<file path="config.mk">
export PLATFORM = sky130hd
export DESIGN_NAME = mem_access_stage
export DESIGN_NICKNAME = d
export VERILOG_FILES = /design/src/rtl/mem_access_stage.sv
export SDC_FILE = /design/constraint.sdc
export NUM_CORES = 1
export LEC_CHECK = 0
export BUFFER_PORTS_ARGS = -buffer_cell sky130_fd_sc_hd__clkbuf_2
export CAP_MARGIN = 20
export CORE_AREA = 8 8 143 145
export DETAILED_ROUTE_END_ITERATION = 12
export DIE_AREA = 0 0 151 153
export HOLD_SLACK_MARGIN = 0.06
export PLACE_DENSITY = 0.57
export SETUP_SLACK_MARGIN = 0.05
export SYNTH_ARGS = -nofsm -noshare
export SYNTH_HDL_FRONTEND = slang
export SYNTH_SLANG_ARGS = --single-unit
</file>
<file path="constraint.sdc">
create_clock -name clk -period 3.81 [get_ports clk]
set_input_delay 0.9525 -clock clk [delete_from_list [all_inputs] [get_ports clk]]
set_output_delay 0.9525 -clock clk [all_outputs]
set_load 0.02 [all_outputs]
</file>
<file path="src/rtl/mem_access_stage.sv">
// rtl/mem_access_stage.sv - MIPS MEM stage: EX->WB forwarding plus req/ack data-bus loads and stores
module mem_access_stage #(
  parameter int ADDR_W  = 32,
  parameter int TIMEOUT = 255
) (
  input  logic              clk,
  input  logic              rst,
  input  logic [31:0]       wdata_i,
  input  logic [4:0]        wd_i,
  input  logic              wreg_i,
  input  logic [31:0]       hi_i,
  input  logic [31:0]       lo_i,
  input  logic              whilo_i,
  input  logic [3:0]        mem_op_i,
  input  logic [ADDR_W-1:0] mem_addr_i,
  input  logic [31:0]       store_data_i,
  output logic [31:0]       wdata_o,
  output logic [4:0]        wd_o,
  output logic              wreg_o,
  output logic [31:0]       hi_o,
  output logic [31:0]       lo_o,
  output logic              whilo_o,
  output logic [ADDR_W-1:0] daddr_o,
  output logic [31:0]       dwdata_o,
  output logic [3:0]        dbe_o,
  output logic              dwe_o,
  output logic              dreq_o,
  input  logic              dack_i,
  input  logic [31:0]       drdata_i,
  output logic              stall_req_o,
  output logic              adel_o,
  output logic              ades_o,
  output logic              bus_err_o
);

  typedef enum logic [1:0] {S_IDLE, S_WAIT, S_DONE} state_t;

  state_t      state_q, state_d;
  logic [15:0] cnt_q, cnt_d;
  logic [31:0] rdata_q, rdata_d;
  logic        err_q, err_d;

  logic        is_load, is_store, is_half, is_word, misalign, go;
  logic [16:0] cnt_inc;
  logic [7:0]  byte_v;
  logic [15:0] half_v;
  logic [31:0] load_v, bus_wdata;
  logic [3:0]  bus_be;

  always_comb begin
    is_load  = (mem_op_i >= 4'd1) && (mem_op_i <= 4'd5);
    is_store = (mem_op_i >= 4'd6) && (mem_op_i <= 4'd8);
    is_half  = (mem_op_i == 4'd3) || (mem_op_i == 4'd4) || (mem_op_i == 4'd7);
    is_word  = (mem_op_i == 4'd5) || (mem_op_i == 4'd8);
    misalign = (is_half && mem_addr_i[0]) || (is_word && (mem_addr_i[1:0] != 2'b00));
    go       = (is_load || is_store) && !misalign;
    cnt_inc  = {1'b0, cnt_q} + 17'd1;
  end

  // Timeout fires when the counter reaches TIMEOUT, so the access gets exactly TIMEOUT WAIT cycles.
  always_comb begin
    state_d = state_q;
    cnt_d   = cnt_q;
    rdata_d = rdata_q;
    err_d   = err_q;
    unique case (state_q)
      S_IDLE: if (go) begin
        state_d = S_WAIT;
        cnt_d   = 16'd0;
        err_d   = 1'b0;
      end
      S_WAIT: begin
        cnt_d = cnt_inc[15:0];
        if (dack_i) begin
          rdata_d = drdata_i;
          err_d   = 1'b0;
          state_d = S_DONE;
        end else if (cnt_inc == 17'(TIMEOUT)) begin
          err_d   = 1'b1;
          state_d = S_DONE;
        end
      end
      S_DONE:  state_d = S_IDLE;
      default: state_d = S_IDLE;
    endcase
  end

  always_ff @(posedge clk) begin
    if (rst) begin
      state_q <= S_IDLE;
      cnt_q   <= 16'd0;
      rdata_q <= 32'd0;
      err_q   <= 1'b0;
    end else begin
      state_q <= state_d;
      cnt_q   <= cnt_d;
      rdata_q <= rdata_d;
      err_q   <= err_d;
    end
  end

  // Big-endian lanes: byte address 0 lives in bits 31:24.
  always_comb begin
    unique case (mem_addr_i[1:0])
      2'd0:    byte_v = rdata_q[31:24];
      2'd1:    byte_v = rdata_q[23:16];
      2'd2:    byte_v = rdata_q[15:8];
      default: byte_v = rdata_q[7:0];
    endcase
    half_v = mem_addr_i[1] ? rdata_q[15:0] : rdata_q[31:16];
    unique case (mem_op_i)
      4'd1:    load_v = {{24{byte_v[7]}}, byte_v};
      4'd2:    load_v = {24'd0, byte_v};
      4'd3:    load_v = {{16{half_v[15]}}, half_v};
      4'd4:    load_v = {16'd0, half_v};
      default: load_v = rdata_q;
    endcase
    bus_wdata = 32'd0;
    bus_be    = 4'b1111;
    unique case (mem_op_i)
      4'd6: begin
        bus_wdata = {4{store_data_i[7:0]}};
        bus_be    = 4'b1000 >> mem_addr_i[1:0];
      end
      4'd7: begin
        bus_wdata = {2{store_data_i[15:0]}};
        bus_be    = mem_addr_i[1] ? 4'b0011 : 4'b1100;
      end
      4'd8:    bus_wdata = store_data_i;
      default: bus_wdata = 32'd0;
    endcase
  end

  // While the access is in flight the stage presents a bubble to WB.
  always_comb begin
    wdata_o     = 32'd0;
    wd_o        = 5'd0;
    wreg_o      = 1'b0;
    hi_o        = 32'd0;
    lo_o        = 32'd0;
    whilo_o     = 1'b0;
    daddr_o     = '0;
    dwdata_o    = 32'd0;
    dbe_o       = 4'd0;
    dwe_o       = 1'b0;
    dreq_o      = 1'b0;
    stall_req_o = 1'b0;
    adel_o      = 1'b0;
    ades_o      = 1'b0;
    bus_err_o   = 1'b0;
    if (!rst) begin
      if ((state_q == S_IDLE && go) || state_q == S_WAIT) begin
        dreq_o      = 1'b1;
        stall_req_o = 1'b1;
        daddr_o     = {mem_addr_i[ADDR_W-1:2], 2'b00};
        dwdata_o    = bus_wdata;
        dbe_o       = bus_be;
        dwe_o       = is_store;
      end else if (state_q == S_DONE) begin
        wdata_o   = is_load ? load_v : wdata_i;
        wd_o      = wd_i;
        wreg_o    = wreg_i && !err_q;
        hi_o      = hi_i;
        lo_o      = lo_i;
        whilo_o   = whilo_i && !err_q;
        bus_err_o = err_q;
      end else begin
        wdata_o = wdata_i;
        wd_o    = wd_i;
        wreg_o  = wreg_i && !misalign;
        hi_o    = hi_i;
        lo_o    = lo_i;
        whilo_o = whilo_i && !misalign;
        adel_o  = is_load && misalign;
        ades_o  = is_store && misalign;
      end
    end
  end

endmodule

</file>
# Word level (Yosys, flattened, before mapping)
# Index checks and enable logic that the tools add are counted.
# word_totals
reg_bits	51
inputBits	206
wordCells	104
# op_classes
n_addsub	1
order_cmp	4
n_eq_ne	15
shift	1
n_mux	51
reduce_logical	28
# op_table
cell	n
$mux 32	12
$pmux 32 s4	1
$pmux 32 s3	1
$mux 16	2
$pmux 16 s2	1
$pmux 8 s3	1
$mux 1	22
$add 16x1->17 const B	1
$eq 17x8->1 const B	1
$eq 4x3->1 const B	4
$logic_and 1x1->1	12
$mux 4	3
$mux 5	2
$eq 4x2->1 const B	2
$pmux 4 s2	1
$logic_or 1x1->1	6
$mux 2	3
$reduce_and 2->1	3
$eq 2x1->1 const B	2
$eq 2x2->1 const B	2
$eq 4x1->1 const B	1
$eq 4x4->1 const B	1
$ge 4x1->1 const B	1
$ge 4x3->1 const B	1
11 further kinds	14

# Longest topological paths before layout
# logic_depth
depth_word	11
mapped_depth	9
ltp_nobuf	7

# Least setup slack after synthesis
# OpenSTA, ideal clock, no wires.
# synth_timing
path_kind	input-to-output
from	in mem_op_i[2]
to	out wdata_o[21]
t_arrival_ns	2.670
required_ns	2.858
path_slack_ns	0.187
stages	8
cell_sequence	buf_2 nor3_1 a211o_1 or2_1 a21oi_1 clkbuf_1 o21ai_0 a21oi_1
# synth_via
elab_chain_cells	11
elab_cells_between_ends	29
cone_classes	order compare (4); eq/ne (7); mux (5); reduce/logical (13)
# synth_rtl
item	line	source
start: declaration	14	input logic [3:0] mem_op_i,
$eq 4x2->1 / $eq 4x3->1 (equally long branches)	53, 111	
$logic_or 1x1->1 (2 in series)	53	is_half = (mem_op_i == 4'd3) || (mem_op_i == 4'd4) || (mem_op_i == 4'd7);
$logic_and 1x1->1	55	misalign = (is_half && mem_addr_i[0]) || (is_word && (mem_addr_i[1:0] != 2'b00));
$logic_or 1x1->1	55	
$logic_not 1->1	56	go = (is_load || is_store) && !misalign;
$logic_and 1x1->1	56	
$logic_and 1x1->1	152	if ((state_q == S_IDLE && go) || state_q == S_WAIT) begin
$logic_or 1x1->1	152	
$mux 32 (*)	152	
$mux 32 (*)	151	if (!rst) begin
end: declaration	17	output logic [31:0] wdata_o,
# Every way passes the cells marked *; elsewhere a longest branch is shown, timed or not.

# Final worst setup path
# layout_timing
from	in mem_op_i[1]
to	out wdata_o[9]
# The elaborated chain is that of the path after synthesis.

==> load_flow_metrics.sql <==
INSERT INTO impl_metrics (metric_group, metric, value, unit) VALUES
('floorplanning', 'dieHeight', '153', 'µm'),
('routing', 'antenna_violating_nets_left', '0', ''),
('setup_path', 'critical-path-max-stage-delay', '0.30', 'ns'),
('logic_synthesis', 'synth_cell_types', '64', ''),
('power', 'static-leakage-power', '0.00342', 'µW'),
('setup_path', 'critPathMaxFanout', '39', ''),
('routing', 'avgRoutedWirePerCell', '17.7', 'µm'),
('clock_tree', 'post_cts_setup_buffers', '0', ''),
('setup_path', 'regToRegSetupSlack', '1.07', 'ns'),
('timing', 'final_hold_viol_count', '0', ''),
('routing', 'met3RoutedLength', '2150', 'µm'),
('setup_path', 'worst_path_dominant_cell_family', 'compound AO/OA/AOI/OAI gates', ''),
('clock_tree', 'maximum_clock_path_buffer_count', '2', ''),
('clock_tree', 'cts_made_buffers', '5', ''),
('setup_path', 'r2r-start', 'cnt_q[0]', ''),
('worst_hold_path', 'hold-path-endpoint', 'rdata_q[0]', ''),
('floorplanning', 'initial_standard_cell_utilization_of_the_core', '25.7', '%'),
('timing', 'worst-slew-pin-transition', '0.734', 'ns'),
('clock_tree', 'tritoncts', 'done', ''),
('timing', 'timing.clock.skew', '0.00688', 'ns'),
('timing', 'final.setup.worst_slack', '0.179', 'ns'),
('setup_path', 'worstRegToRegCells', '7', ''),
('global_routing', 'grt_pass1_vias', '6022', ''),
('setup_path', 'critPathKind', 'in -> out', ''),
('timing', 'worst_slew_margin_rel', '50.9', '%'),
('logic_synthesis', 'netlist_area', '0.00470', 'mm²'),
('global_routing', 'grt.total_usage', '18.7', '%'),
('routing', 'wl_met1', '8730', 'µm'),
('setup_path', 'slowest_stage', 'a211o_1', ''),
('clock_tree', 'cts-htree-levels', '2', ''),
('floorplanning', 'die_area', '0.0231', 'mm²'),
('place', 'io_buffer_count', '380', ''),
('place', 'pre_cts_slack', '0.0501', 'ns'),
('routing', 'post-route-drc-count', '0', ''),
('routing', 'highest_layer', 'met4', ''),
('logic_synthesis', 'postSynth.topFlopCell', 'dfxtp_1', ''),
('routing', 'drt_wl_total', '23000', 'µm'),
('timing', 'setup-tns-final', '0', 'ns'),
('clock_tree', 'clock_latency', '0.30', 'ns'),
('logic_synthesis', 'post_synth_inst_count', '715', ''),
('global_routing', 'grt_start_max_net_pins', '43', ''),
('timing', 'grt_setup_unrepaired', 'true', ''),
('routing', 'vias_per_cell', '4.87', ''),
('setup_path', 'crit-reg2reg-capture', 'state_q[1]', ''),
('clock_tree', 'clock_net_sink_count', '51', ''),
('timing', 'maximum_clock_rate', '275', 'MHz'),
('setup_path', 'critical_path.startpoint_type', 'input pin', ''),
('routing', 'initialDrtViolationCount', '480', ''),
('clock_tree', 'clkSlewWorstSetupHoldPaths', '0.08', 'ns'),
('worst_hold_path', 'whs_path_depth', '2', ''),
('setup_path', 'critPathArrivalTime', '2.68', 'ns'),
('routing', 'met2_wirelength', '11700', 'µm'),
('routing', 'vias_post_dr', '6354', ''),
('setup_path', 'worst_path_required_time', '2.86', 'ns'),
('power', 'peak_vdd_ir', '0.000156', 'V'),
('logic_synthesis', 'post_synth_main_area_contributors', 'dfxtp_1 (22%), and2_1 (14%), nand2_1 (10%), a21oi_1 (9.9%), nor2_1 (3.9%)', ''),
('worst_hold_path', 'min_from', 'rdata_q[0]', ''),
('logic_synthesis', 'synthDominantAreaCellType', 'dfxtp_1', ''),
('power', 'p_per_area', '241', 'mW/mm²'),
('flow_run', 'max_cap_viols', '0', ''),
('setup_path', 'setup_crit_end_kind', 'output port', ''),
('logic_synthesis', 'yosys_warning_total', '0', ''),
('global_routing', 'wire_length_of_the_first_global_routing_pass', '34300', 'µm'),
('setup_path', 'cp.buffers_inverters', '3', ''),
('logic_synthesis', 'syn_avg_cell_area', '6.57', 'µm²'),
('floorplanning', 'die_w', '151', 'µm'),
('logic_synthesis', 'synth-seq-cells', '51', ''),
('logic_synthesis', 'number_of_flops_mapped_to_enable_cells_by_yosys', '0', ''),
('layout', 'syn2layout_area_growth', '51.2', '%'),
('floorplanning', 'std_cell_rows', '50', ''),
('run_status', 'status', 'finished clean', '');
-- sequential cells by signal, summed over array words and instances, names as in the netlist --
signal,count
cnt_q,16
err_q,1
rdata_q,32
state_q,2
-- synthesized netlist by cell type, types with 5 or more instances --
library cell / count
xnor2_1: 7
buf_2: 10
a21oi_1: 93
a221o_1: 15
o21ai_1: 5
and3_1: 10
nand2b_1: 13
inv_1: 13
o21ai_0: 31
dfxtp_1: 51
and2_1: 104
clkbuf_1: 46
nor3_1: 17
nand2_1: 130
nor2_1: 49
a22oi_1: 8
mux2_2: 15
nor2b_1: 7
-- worst reg2reg max path, delay by kind of cell (launching register included) --
| kind | cells | cell delay [ns] |
|---|---|---|
| AOI/OAI and AO/OA | 2 | 0.26 |
| adders and majority gates | 1 | 0.32 |
| DFF | 1 | 0.48 |
| and+or+nand+nor | 3 | 1.43 |
| xor gates and xnor gates | 1 | 0.17 |
-- cells by family (layout without fill, tap and decap cells) --
logic type,Yosys count,after routing,synth area share [%]
simple gates,362,362,39.1
compound gates,192,192,25.1
buf+inv,78,430,7.14
flops,51,51,21.7
mux,18,18,4.23
xor+xnor,11,11,2.05
fa+ha+maj,2,2,0.533
other cells,1,4,0.0798
-- through the flow --
step,hold WS [ns],cells,area (µm²),util [%]
2_1_floorplan,0.437,716,4700,-
3_3_place_gp,0.465,1294,6910,37.8
3_5_place_dp,0.466,1294,6910,37.8
4_1_cts,0.477,1302,7060,38.7
5_1_grt,0.497,1304,7100,38.9
6_report,0.478,1304,7100,38.9
-- worst max-delay path by stage --
stage                        endpoint  depth (start not counted)         from  slack [ns]
after floorplan           wdata_o[21]                          8  mem_op_i[2]        0.19
after global placement    wdata_o[15]                          8  mem_op_i[1]        0.11
after detailed placement  wdata_o[15]                          8  mem_op_i[1]        0.05
after CTS                 wdata_o[15]                          8  mem_op_i[1]        0.05
after global routing      wdata_o[30]                          9  mem_op_i[1]        0.02
final                      wdata_o[9]                          8  mem_op_i[1]        0.18
-- cell type report --
class,instances,area [µm²]
timing repair buffer,409,2200
clock inverter,3,28.8
sequential,51,1020
tap,234,293
clock buffer,5,125
inverter,13,48.8
multi-input combinational,587,3380
fill,1977,11200
antenna,2,5.00
-- per-layer routing --
layer	vias to the layer above	track usage, %
met5	-	0
met4	0	5.47
met3	19	4.43
met2	318	34.2
met1	2855	20.7
li1	3162	-
-- power breakdown --
part	switching, µW	leakage [µW]	total, µW	internal (µW)
combinational	406	0.00293	676	270
sequential	17.3	0.000412	563	546
clock	222	0.0000767	476	253
total	645	0.00342	1710	1070
-- what timing repair did --
item / in CTS / in global routing
hold buffers: 0 / 0
gates resized for setup: 0 / 11
endpoints found under the setup margin: 0 / 67
-- placed cells by master (no fill, tap or decap), types with 15 or more instances in the layout --
master / Yosys / layout
o21ai_0: 31 / 31
buf_4: 3 / 23
mux2_2: 15 / 15
nor2_1: 49 / 47
a21oi_1: 93 / 93
nor3_1: 17 / 17
a221o_1: 15 / 15
dfxtp_1: 51 / 51
nand2_1: 130 / 130
clkbuf_2: 0 / 377
and2_1: 104 / 104
Power figures use the tool's default switching activity.
